===== src/rtl/packed_bus_serializer.sv =====
// packed_bus_serializer
//   Takes one flat bus of N WIDTH-bit words (element k at bits
//   [WIDTH*(k+1)-1 : WIDTH*k]) and streams the words one per beat on a
//   valid/ready interface. Each beat is tagged with its element index and
//   flags the final beat of the vector. When an accept lands on the last beat,
//   the next vector is loaded with no idle cycle, giving 1 beat/cycle.
//
// Ports
//   clk, rst_n                  rising-edge clock, async active-low reset
//   in_bus/in_valid/in_ready    packed vector input handshake
//   out_data/out_idx/out_last   current beat (word, original index, final flag)
//   out_valid/out_ready         output beat handshake
//   busy                        a vector is held (state SEND)
//
// Optional feature macro: SKIP_ZERO_EN
//   When defined, zero elements are dropped. out_idx still reports the
//   original index, and out_last marks the highest nonzero element. An
//   all-zero vector is accepted but produces no beats.

// Per-lane word select: a lane drives its word only when the index matches.
// The lane outputs are OR-reduced to form the output mux.
module pbs_lane #(
  parameter int WIDTH = 16,
  parameter int IDX_W = 2,
  parameter int LANE  = 0
) (
  input  logic [WIDTH-1:0] word,
  input  logic [IDX_W-1:0] idx,
  output logic [WIDTH-1:0] sel_word
);
  assign sel_word = (idx == IDX_W'(LANE)) ? word : '0;
endmodule

module packed_bus_serializer #(
  parameter  int N     = 4,
  parameter  int WIDTH = 16,
  localparam int IDX_W = ($clog2(N) > 0) ? $clog2(N) : 1
) (
  input  logic               clk,
  input  logic               rst_n,
  input  logic [WIDTH*N-1:0] in_bus,
  input  logic               in_valid,
  output logic               in_ready,
  output logic [WIDTH-1:0]   out_data,
  output logic [IDX_W-1:0]   out_idx,
  output logic               out_last,
  output logic               out_valid,
  input  logic               out_ready,
  output logic               busy
);

  typedef enum logic {IDLE, SEND} state_t;

  state_t                   state_q, state_d;
  logic [N-1:0][WIDTH-1:0]  in_words, hold_q, lane_word;
  logic [WIDTH-1:0]         sel_word;
  logic [IDX_W-1:0]         cur_idx;
  logic                     is_last, beat, accept, go_send;

  assign in_words = in_bus;

  assign beat     = (state_q == SEND) & out_ready;
  // Accept either when idle, or on the last beat so the next vector follows directly.
  assign in_ready = (state_q == IDLE) | (beat & is_last);
  assign accept   = in_valid & in_ready;

`ifdef SKIP_ZERO_EN
  // mask_q holds the elements still to send. The current beat is the lowest
  // set bit. It is the last beat when exactly one bit remains.
  logic [N-1:0] in_mask, mask_q;

  always_comb begin
    in_mask = '0;
    for (int k = 0; k < N; k++) in_mask[k] = |in_words[k];
  end

  always_comb begin
    cur_idx = '0;
    for (int k = N-1; k >= 0; k--)
      if (mask_q[k]) cur_idx = IDX_W'(k);
  end

  assign is_last = (mask_q & (mask_q - N'(1))) == '0;
  assign go_send = |in_mask;

  always_ff @(posedge clk or negedge rst_n) begin
    if (!rst_n)      mask_q <= '0;
    else if (accept) mask_q <= in_mask;
    else if (beat)   mask_q <= mask_q & (mask_q - N'(1));
  end
`else
  localparam logic [IDX_W-1:0] LAST_IDX = IDX_W'(N-1);

  logic [IDX_W-1:0] idx_q;

  assign cur_idx = idx_q;
  assign is_last = (idx_q == LAST_IDX);
  assign go_send = 1'b1;

  always_ff @(posedge clk or negedge rst_n) begin
    if (!rst_n)                idx_q <= '0;
    else if (accept)           idx_q <= '0;
    else if (beat && !is_last) idx_q <= idx_q + 1'b1;
  end
`endif

  // FSM
  always_ff @(posedge clk or negedge rst_n) begin
    if (!rst_n) state_q <= IDLE;
    else        state_q <= state_d;
  end

  always_comb begin
    state_d = state_q;
    if (accept)              state_d = go_send ? SEND : IDLE;
    else if (beat & is_last) state_d = IDLE;
  end

  // Output data always comes from the holding register, so in_bus can change
  // freely while a vector is being sent.
  always_ff @(posedge clk or negedge rst_n) begin
    if (!rst_n)      hold_q <= '0;
    else if (accept) hold_q <= in_words;
  end

  for (genvar k = 0; k < N; k++) begin : g_lane
    pbs_lane #(.WIDTH(WIDTH), .IDX_W(IDX_W), .LANE(k)) u_lane (
      .word     (hold_q[k]),
      .idx      (cur_idx),
      .sel_word (lane_word[k])
    );
  end

  always_comb begin
    sel_word = '0;
    for (int k = 0; k < N; k++) sel_word = sel_word | lane_word[k];
  end

  assign out_valid = (state_q == SEND);
  assign busy      = (state_q == SEND);
  assign out_data  = out_valid ? sel_word : '0;
  assign out_idx   = out_valid ? cur_idx  : '0;
  assign out_last  = out_valid & is_last;

endmodule


===== config.mk =====
export PLATFORM = sky130hd
export DESIGN_NAME = packed_bus_serializer
export DESIGN_NICKNAME = d
export VERILOG_FILES = /design/src/rtl/packed_bus_serializer.sv
export SDC_FILE = /design/constraint.sdc
export NUM_CORES = 1
export LEC_CHECK = 0
export ABC_AREA = 0
export CAP_MARGIN = 30
export CELL_PAD_IN_SITES_DETAIL_PLACEMENT = 1
export CELL_PAD_IN_SITES_GLOBAL_PLACEMENT = 2
export CORE_UTILIZATION = 37
export CTS_CLUSTER_DIAMETER = 60
export DETAILED_ROUTE_END_ITERATION = 7
export MAX_ROUTING_LAYER = met4
export PLACE_DENSITY = 0.93
export SLEW_MARGIN = 5
export SYNTH_ARGS = -nofsm -noshare
export SYNTH_HDL_FRONTEND = slang
export SYNTH_HIERARCHICAL = 1
export SYNTH_SLANG_ARGS = --single-unit

===== constraint.sdc =====
create_clock -name clk -period 4.8 [get_ports clk]
set_input_delay 0.96 -clock clk [delete_from_list [all_inputs] [get_ports clk]]
set_output_delay 0.96 -clock clk [all_outputs]
set_load 0.01 [all_outputs]

**Yosys cells after proc, flatten, opt, wreduce, memory -nomap -nowiden**

Cells that the tools add are included.

- Bits in registers: 67
- Input bits: 68
- Output and inout port bits: 22
- Word-level logic and storage cells: 34

- $add $sub $neg: 1
- Equal/unequal tests: 3
- Mux-type cells: 10
- Bitwise logic cells: 9
- Reductions and logical operators: 5

Operators with widths:

| operator | count |
|---|---|
| 16-bit two-way mux | 5 |
| 16-bit bitwise OR | 3 |
| 2-bit two-way mux | 3 |
| 1-bit AND | 4 |
| 2-bit == test (second input constant) | 2 |
| 2-bit nonzero test | 2 |
| 2-bit by 1-bit adder with 2-bit output (second input constant) | 1 |
| 2-bit by 1-bit == test with 1-bit output (second input constant) | 1 |
| 2-bit zero test | 1 |
| 1-bit two-way mux | 2 |
| 1-bit logical AND | 1 |
| 1-bit zero test | 1 |
| 1-bit inverter | 1 |
| 1-bit bitwise OR | 1 |

**Depth between registers and ports, before layout**

Gate-level depths: netlist (run 1).

- Depth in word-level cells: 6
- Mapped depth: 5

**Hierarchy**

Netlist (run 1), hierarchy kept.

By module, submodules not included:

| module | instances | cells an instance | area each (um^2) | seq. area each (um^2) |
|---|---|---|---|---|
| packed_bus_serializer | 1 | 171 | 3069.2 | 1676.6 |
| pbs_lane at g_lane[1].u_lane ... | 2 | 18 | 170.2 | 0.0 |
| pbs_lane at g_lane[0].u_lane | 1 | 20 | 224.0 | 0.0 |
| pbs_lane at g_lane[3].u_lane | 1 | 18 | 126.4 | 0.0 |

**Least setup slack after synthesis (run 1)**

OpenSTA, ideal clock, no wires.

- Path kind: reg-to-output
- From: reg idx_q[0], in the netlist cur_idx[0]
- To: out out_data[10]
- Arrival time: 1.473 ns
- Required time: 3.840 ns
- Setup slack: 2.367 ns
- Cell stages (with the launch flop): 5
- Cell sequence: dfrtp_1 > buf_4 > buf_8 > nor3b_2 > o41a_1

RTL lines:

| item | line | source |
|---|---|---|
| from (decl) | 94 | `logic [IDX_W-1:0] idx_q;` |
| from (signal assigned) | 103 | `else if (beat && !is_last) idx_q <= idx_q + 1'b1;` |
| to (decl) | 44 | `output logic [WIDTH-1:0] out_data,` |

==> results of run 1 <==
[routing by layer]
layer	track usage [%]	up-vias	share of wire [%]
met3	3.46	13	2.8
met5	-	-	0
li1	-	1087	-
met1	22.4	1191	46
met2	28.7	46	49
met4	5.53	0	1.6
[cell usage in the layout, fill, tap and decap left out, types with 2 or more instances in the layout]
| cell | count |
|---|---|
| clkbuf_8 | 9 |
| and3b_2 | 12 |
| nor3b_2 | 10 |
| and3b_1 | 20 |
| buf_16 | 2 |
| and3_2 | 6 |
| clkinv_2 | 2 |
| and2_1 | 3 |
| clkdlybuf4s50_1 | 88 |
| nor3b_1 | 6 |
| clkinv_4 | 3 |
| dfrtp_2 | 2 |
| mux2_4 | 60 |
| inv_1 | 2 |
| dfrtp_1 | 65 |
| o41a_1 | 16 |
| and3_1 | 10 |
| mux2_2 | 4 |
[registers in the layout (all words and copies together) (netlist names)]
register,count
cur_idx,2
hold_q,64
busy,1
[synthesized netlist by cell type]
library cell	number	share of area, %
buf_8	1	0.40
ha_1	1	0.33
and3_1	10	1.7
buf_4	3	0.60
a21oi_1	1	0.13
mux2_4	60	24
mux2_2	4	1.2
a31o_2	1	0.23
and2_1	3	0.50
dfrtp_1	67	45
a22o_1	1	0.23
nor3b_2	10	3.3
and3b_2	12	3.2
inv_1	2	0.20
nand2b_1	1	0.17
buf_12	7	3.7
buf_2	2	0.27
nor3b_1	6	1.2
nor4b_1	1	0.23
and3_2	6	1.2
a221o_1	1	0.27
a21bo_4	1	0.43
nor2b_1	1	0.17
o41a_1	16	4.8
and3b_1	20	4.7
buf_6	6	1.8
nand2_8	1	0.53
[final timing paths]
check,start,endpoint,slack (ns),depth (start not counted)
setup / recovery,cur_idx[0],out_data[2],1.41,4
hold / removal,hold_q[9],hold_q[9],0.51,1
setup reg to reg,cur_idx[1],hold_q[24],2.44,5
hold reg to reg,hold_q[9],hold_q[9],0.51,1
max in group asynchronous,rst_n,cur_idx[1],3.13,2
min in group asynchronous,rst_n,hold_q[53],0.67,1
[through the flow]
step / power [W] / area (um^2) / util, % / hold slack (ns)
after CTS: 0.00308 / 4790 / 48.8 / 0.505
after floorplan: 0.00211 / 3760 / - / 0.471
after global placement: 0.00251 / 4570 / 46.5 / 0.483
after global routing: 0.00326 / 4840 / 49.2 / 0.520
final: 0.00307 / 4840 / 49.2 / 0.505
after detailed placement: 0.00259 / 4590 / 46.8 / 0.487
[power breakdown]
part / leakage (nW) / switching (W) / total [W] / internal [W]
combinational: 1.41 / 0.000515 / 0.00153 / 0.00101
clock: 0.100 / 0.000226 / 0.000468 / 0.000241
sequential: 0.799 / 0.000224 / 0.00107 / 0.000849
total: 2.31 / 0.000965 / 0.00307 / 0.00210
[logic make-up (layout without fill, tap and decap cells)]
kind of cell | after synthesis | after routing
multiplexers | 64 | 64
adder cells (fa/ha/maj) | 1 | 1
buffers and inverters | 21 | 111
AO/OA/AOI/OAI | 21 | 21
AND/OR/NAND/NOR | 71 | 71
flip-flops | 67 | 67
[critical path: stages (launching register included)]
cell,delay (ns)
dfrtp_2,0.76
buf_16,0.25
and3b_2,0.22
o41a_1,0.37
clkdlybuf4s50_1,0.50
[final cells by class]
type	count	area share, %
Clock inverter	6	1.37
Multi-Input combinational cell	157	37.6
Tap cell	133	3.44
Timing Repair Buffer	93	20.0
Inverter	2	0.155
Clock buffer	10	2.64
Sequential cell	67	34.7
==> flow_metrics.tcl, run 1 <==
set metrics [dict create \
    wirelength_mm 8.65 \
    grt-ovfl-total 0 \
    period_needed_ns 3.39 \
    fin_cells 468 \
    setup_slack_ns 1.41 \
    cts.sinks 67 \
    grt_max_degree 69 \
    yosys_warnings 6 \
    synthXorXnorAreaFrac_pct 0 \
    holdCritPathClass "flop to flop" \
    slew_headroom_pct 51.9 \
    path_class "flop to primary output" \
    cts.clk_slew.worst_paths_ns 0.07 \
    multiInputGateArea_mm2 0.00182 \
    n_fill_cell 1012 \
    syn_inst 245 \
    setup_viol 0 \
    crit_path_end_kind "primary output" \
    maxSlewViolCount 0 \
    ys_seq_area_share_pct 44.6 \
    crit_required_ns 3.84 \
    grt_pass1_wl_mm 13.5 \
    dieArea_mm2 0.0106 \
    diodes 0 \
    ys_seq_elements 67 \
    worst_slew_pin_slew_ns 0.722 \
    synth_cell_types 27 \
    synth_top_family_by_area "multiplexers" \
    outcome "finished clean" \
    die_height_um 103 \
    hpwl_mm 5.81 \
    fin_skew_ns 0.0106 \
    crit_fanout 36 \
    cap_violations 0 \
    routed_via_density 4.99 \
    htreeDepth 3 \
    syn_nets 314 \
    synth_fa_ha_area_share_pct 0.333 \
    tritoncts "built" \
    synthMuxAreaShare_pct 25.2 \
    cts_root_buf "clkbuf_8" \
    holdBufCountCts 0 \
    final_antenna_net_count 0 \
    hold_violations 0 \
    dp_cells 450 \
    synth_compound_area_share_pct 6.09 \
    pre_cts_slack_ns 1.57 \
    cts-buffers-inserted 9 \
    die_x_um 103 \
    clock.fmax_mhz 295 \
    fin_nets 399 \
    powerDensity_mw_per_mm2 634 \
    irDropWorstVdd_mv 0.318 \
    start_util_pct 38.3 \
    grt_use_total_pct 17.7 \
    antenna_found_initial 0 \
    netlist_area_mm2 0.00376 \
    syn_area_per_cell_um2 15.3 \
    post_cts_buffers 0 \
    grt_pass1_vias 2528 \
    io-pin-count 90 \
    dr.pass1.iters 6 \
    cp-start-kind "flop" \
    cp_data_arrival_time_ns 2.43 \
    insertion_delay_ns 0.34 \
    seqCellArea_mm2 0.00168 \
    vias 2337 \
    finalSetupTns_ns 0 \
    drive_gt1_share_pct 34.9 \
    syn2layout_area_growth_pct 28.6 \
    timing.final.crit_share_pct 70.7 \
    cts_resized 0 \
    core_mm2 0.00982 \
    rows 36 \
    cts_buffer_depth 2 \
    wl_per_cell_um 18.5 \
    rsz0062_at_grt "no" \
    io_buffer_count 89 \
    place_congestion 0.738 \
    drt_iter0_markers 61 \
    power.leakage_nw 2.31 \
    yosys.area_share.simple_pct 16.8 \
    drc 0 \
]
No activity file was read; power rests on OpenSTA's default activity.
==> run 2, diff against run 1 <==
CORE_UTILIZATION = 31   (was 37)
PLACE_DENSITY = 0.84   (was 0.93)
clock period = 2.97 ns   (was 4.8 ns; I/O delays follow)
==> run 2 against run 1 <==
The run now ends with design-rule violations left. Final area grew 3.5%. Worst setup slack lost 1.3 ns. Clock power grew 140%. Sequential power grew 60%. Total power grew 74%. Critical path type unchanged. Largest cell class unchanged. Highest routed layer unchanged.
==> flow_metrics.tcl, run 2 (synthesized netlist as in run 1, its figures left out) <==
set metrics [dict create \
    outcome "finished, violations left" \
    failed_checks "design-rule violations" \
    final_antenna_net_count 0 \
    total_power_w 0.00535 \
    cts.clk_slew.worst_paths_ns 0.06 \
    setup_viol 0 \
    post_cts_buffers 0 \
    die_height_um 112 \
    crit_fanout 25 \
    regMostFlops "hold_q" \
    p_sw_w 0.00159 \
    max_stage_delay_ns 0.59 \
    dieArea_mm2 0.0126 \
    maxSlewViolCount 0 \
    insertion_delay_ns 0.33 \
    powerDensity_mw_per_mm2 1070 \
    crit_path_end_kind "primary output" \
    grt_use_met1_pct 20.1 \
    irDropWorstVdd_mv 0.424 \
    top_usage_layer "met2" \
    path_class "flop to primary output" \
    io-pin-count 90 \
    grt-ovfl-total 0 \
    fin_skew_ns 0.00476 \
    worst_slew_pin_slew_ns 0.868 \
    utilization_pct 43.1 \
    finalSetupTns_ns 0 \
    hpwl_mm 6.19 \
    holdBufCountCts 0 \
    use_met3_pct 3.40 \
    rsz0062_at_grt "no" \
    rows 39 \
    wirelength_mm 8.94 \
    largest_reg_flops 64 \
    hold_violations 0 \
    timing.rr.start "cur_idx[0]" \
    fin_nets 403 \
    clockPowerShare_pct 21.3 \
    cp_data_arrival_time_ns 2.25 \
    htreeDepth 3 \
    grt_pass1_vias 2616 \
    power.leakage_nw 2.37 \
    critPathTopFamily "buffers and inverters" \
    cts_buffer_depth 2 \
    cp-start-kind "flop" \
    cts-buffers-inserted 9 \
    layout_commonest_cell "clkdlybuf4s50_1" \
    crit_chain "buf_12 > and3b_1 > o41a_1 > clkdlybuf4s50_1" \
    slew_headroom_pct 42.1 \
    crit_required_ns 2.38 \
    drive_gt1_share_pct 36.0 \
    drt_iter0_markers 80 \
    vias 2333 \
    syn2layout_area_growth_pct 33.1 \
    routed_via_density 4.83 \
    dr.pass1.iters 6 \
    timing.final.crit_share_pct 95.9 \
    intPower_w 0.00376 \
    period_needed_ns 2.85 \
    crit_buf_inv 2 \
    comb_power_share_pct 46.9 \
    cts_resized 0 \
    start_util_pct 32.4 \
    io_buffer_count 89 \
    core_mm2 0.0116 \
    sw_frac_of_total_pct 29.8 \
    clock.fmax_mhz 351 \
    cap_violations 0 \
    grt_max_degree 68 \
    cts.sinks 67 \
    cts_root_buf "clkbuf_16" \
    drc 3 \
    layout_common_cells "clkdlybuf4s50_1 (88), dfrtp_1 (65), mux2_4 (60)" \
    grt_pass1_wl_mm 14.6 \
    antenna_found_initial 1 \
    cp-startpoint "cur_idx[1]" \
    grt_use_total_pct 15.8 \
    met2_usage_pct 24.3 \
    die_x_um 112 \
    place_congestion 0.706 \
    slowest_stage "dfrtp_2" \
    holdCritPathClass "input pin to async pin" \
    tritoncts "built" \
    power_frac_seq_pct 31.9 \
    wl_per_cell_um 18.5 \
]
## run 2: cell count changes in the layout (fill, tap and decap cells not counted), sizes merged
cell	change
buf	+4
clkinv	-3
clkinvlp	+3
bufinv	+1
clkbuf	-1
diode	+1
## run 2: final timing paths
kind / endpoint / slack [ns] / depth (start not counted)
worst max register to register: hold_q[19] / 0.71 / 6
worst min-delay path: hold_q[30] / 0.38 / 1
worst min register to register: hold_q[16] / 0.50 / 1
max in group asynchronous: cur_idx[1] / 1.98 / 1
min in group clk: hold_q[16] / 0.50 / 1
worst max-delay path: out_data[6] / 0.12 / 4
## run 2: worst reg2reg max path: cells and delay by family, from the launching register on
family,cells,cell delay [ns]
buffers and inverters,2,0.54
flip-flops,1,0.50
multiplexers,1,0.34
adder cells (fa/ha/maj),1,0.27
AO/OA/AOI/OAI,1,0.26
AND/OR/NAND/NOR,1,0.23
## run 2: power by group through the flow
stage | Combinational [W] | Clock (W) | Sequential (W)
after floorplan | 0.00182 | 0 | 0.00158
after global placement | 0.00248 | 0 | 0.00170
after detailed placement | 0.00253 | 0 | 0.00171
after CTS | 0.00255 | 0.00118 | 0.00171
after global routing | 0.00270 | 0.00121 | 0.00177
final | 0.00251 | 0.00114 | 0.00171
## run 2: area by class of cell
| type | instances | area, um^2 |
|---|---|---|
| multi-input combinational | 157 | 1820 |
| fill | 1181 | 6610 |
| clock inverter | 7 | 92.6 |
| antenna | 1 | 2.50 |
| inverter | 2 | 7.51 |
| tap | 143 | 179 |
| clock buffer | 9 | 225 |
| sequential | 67 | 1680 |
| timing repair buffer | 97 | 998 |
## run 2: metrics by stage
step	hold WS, ns	cells	setup WS (ns)	instance area (um^2)
final	0.382	483	0.121	5000
after CTS	0.411	482	0.0808	5000
after detailed placement	0.487	466	0.449	4680
after floorplan	0.298	245	0.903	3760
after global routing	0.465	483	0.00981	5000
after global placement	0.487	466	0.477	4680
## run 2: layer usage
metal	up-vias	wire, um
met1	1183	4130
met3	9	352
met5	-	0
met4	0	104
li1	1091	-
met2	50	4360
==> run 3, diff against run 2 <==
CORE_MARGIN = 2   (was not set)
==> run 3 against run 2 <==
Sequential share of layout area about the same. The flow now finishes without violations. Routed wire length down 2.4%. Sequential cell count unchanged. Global-route usage down 1.3 points. Clock skew about the same. Worst setup slack better by 0.11 ns.
==> flow_metrics.tcl, run 3 (synthesized netlist as in run 1, its figures left out) <==
set metrics [dict create \
    dr.pass1.iters 3 \
    reg2reg_slack_ns 0.73 \
    wirelength_mm 8.72 \
    outcome "finished clean" \
    finalSetupTns_ns 0 \
    irDropWorstVdd_mv 0.375 \
    insertion_delay_ns 0.33 \
    clock.fmax_mhz 366 \
    holdBufCountCts 0 \
    dieArea_mm2 0.0130 \
    crit_path_end_kind "primary output" \
    crit_chain "buf_12 > and3b_2 > o41a_1 > clkdlybuf4s50_1" \
    grt_pass1_vias 2524 \
    layout_commonest_cell "clkdlybuf4s50_1" \
    cap_violations 0 \
    max_stage_delay_ns 0.49 \
    utilization_pct 42.0 \
    maxSlewViolCount 0 \
    io_buffer_count 89 \
    setup_viol 0 \
    rows 40 \
    cts_buffer_depth 2 \
    power.leakage_nw 2.38 \
    grt_use_total_pct 14.4 \
    regMostFlops "hold_q" \
    fin_nets 404 \
    critPathTopFamily "buffers and inverters" \
    slowest_stage "clkdlybuf4s50_1" \
    htreeDepth 3 \
    path_class "flop to primary output" \
    diodes 0 \
    cts.sinks 67 \
    start_util_pct 31.6 \
    powerDensity_mw_per_mm2 1060 \
    drt_iter0_markers 37 \
    cp-start-kind "flop" \
    post_cts_buffers 0 \
    antenna_found_initial 0 \
    holdCritPathClass "input pin to async pin" \
    reg2reg_depth 6 \
    cts-buffers-inserted 9 \
    crit_required_ns 2.38 \
    die_height_um 114 \
    timing.final.crit_share_pct 92.1 \
    drive_gt1_share_pct 35.9 \
    wl_per_cell_um 17.9 \
    worst_slew_pin_slew_ns 0.753 \
    crit_fanout 68 \
    timing.rr.end "hold_q[27]" \
    core_mm2 0.0119 \
    io-pin-count 90 \
    layout_common_cells "clkdlybuf4s50_1 (88), dfrtp_1 (65), mux2_4 (60)" \
    place_congestion 0.786 \
    crit_buf_inv 2 \
    final_antenna_net_count 0 \
    vias 2317 \
    routed_via_density 4.76 \
    period_needed_ns 2.74 \
    hpwl_mm 5.94 \
    cts_root_buf "clkbuf_16" \
    syn2layout_area_growth_pct 33.1 \
    grt_pass1_wl_mm 14.0 \
    drc 0 \
    largest_reg_flops 64 \
    hold_violations 0 \
    cts_resized 0 \
    tritoncts "built" \
    cts.clk_slew.worst_paths_ns 0.06 \
    grt-ovfl-total 0 \
    grt_max_degree 69 \
    timing.rr.start "cur_idx[0]" \
    fin_skew_ns 0.00471 \
    cp_data_arrival_time_ns 2.14 \
    slew_headroom_pct 49.8 \
    die_x_um 114 \
    rsz0062_at_grt "no" \
]
-- run 3: worst max-delay path by stage --
stage / start / endpoint / slack (ns) / cells past startpoint
2_1_floorplan: cur_idx[0] / out_data[10] / 0.90 / 4
3_3_place_gp: out_ready / in_ready / 0.52 / 3
3_5_place_dp: out_ready / in_ready / 0.49 / 3
4_1_cts: cur_idx[1] / out_data[3] / 0.21 / 4
5_1_grt: cur_idx[1] / out_data[14] / 0.17 / 4
6_report: cur_idx[1] / out_data[3] / 0.23 / 4
-- run 3: per-stage QoR --
step	power [W]	hold WS [ns]	setup WS (ns)	cells	area, um^2
final	0.00531	0.326	0.235	487	5000
after global routing	0.00563	0.372	0.170	487	5000
after CTS	0.00538	0.349	0.215	487	5000
after detailed placement	0.00422	0.485	0.492	471	4690
after global placement	0.00417	0.482	0.521	471	4690
after floorplan	0.00340	0.298	0.903	245	3760
-- run 3: cell type report --
cell class	count	area, um^2
fill	1238	6910
inverter	2	7.51
clock buffer	10	229
clock inverter	6	80.1
sequential	67	1680
multi-input combinational	157	1820
timing repair buffer	98	1000
tap	147	184
-- run 3: report_power, final --
part / leakage (nW) / switching, W / internal [W]
combinational: 1.43 / 0.000927 / 0.00164
sequential: 0.799 / 0.000255 / 0.00138
clock: 0.156 / 0.000385 / 0.000729
-- run 3: metal layers --
metal  part of all wire [%]  GRT usage [%]  vias to the layer above
met5                      0              -                        -
met4                    1.2           4.88                        0
met3                    3.0           3.02                        8
met2                     46           20.8                       39
met1                     50           20.3                     1175
li1                       -              -                     1095
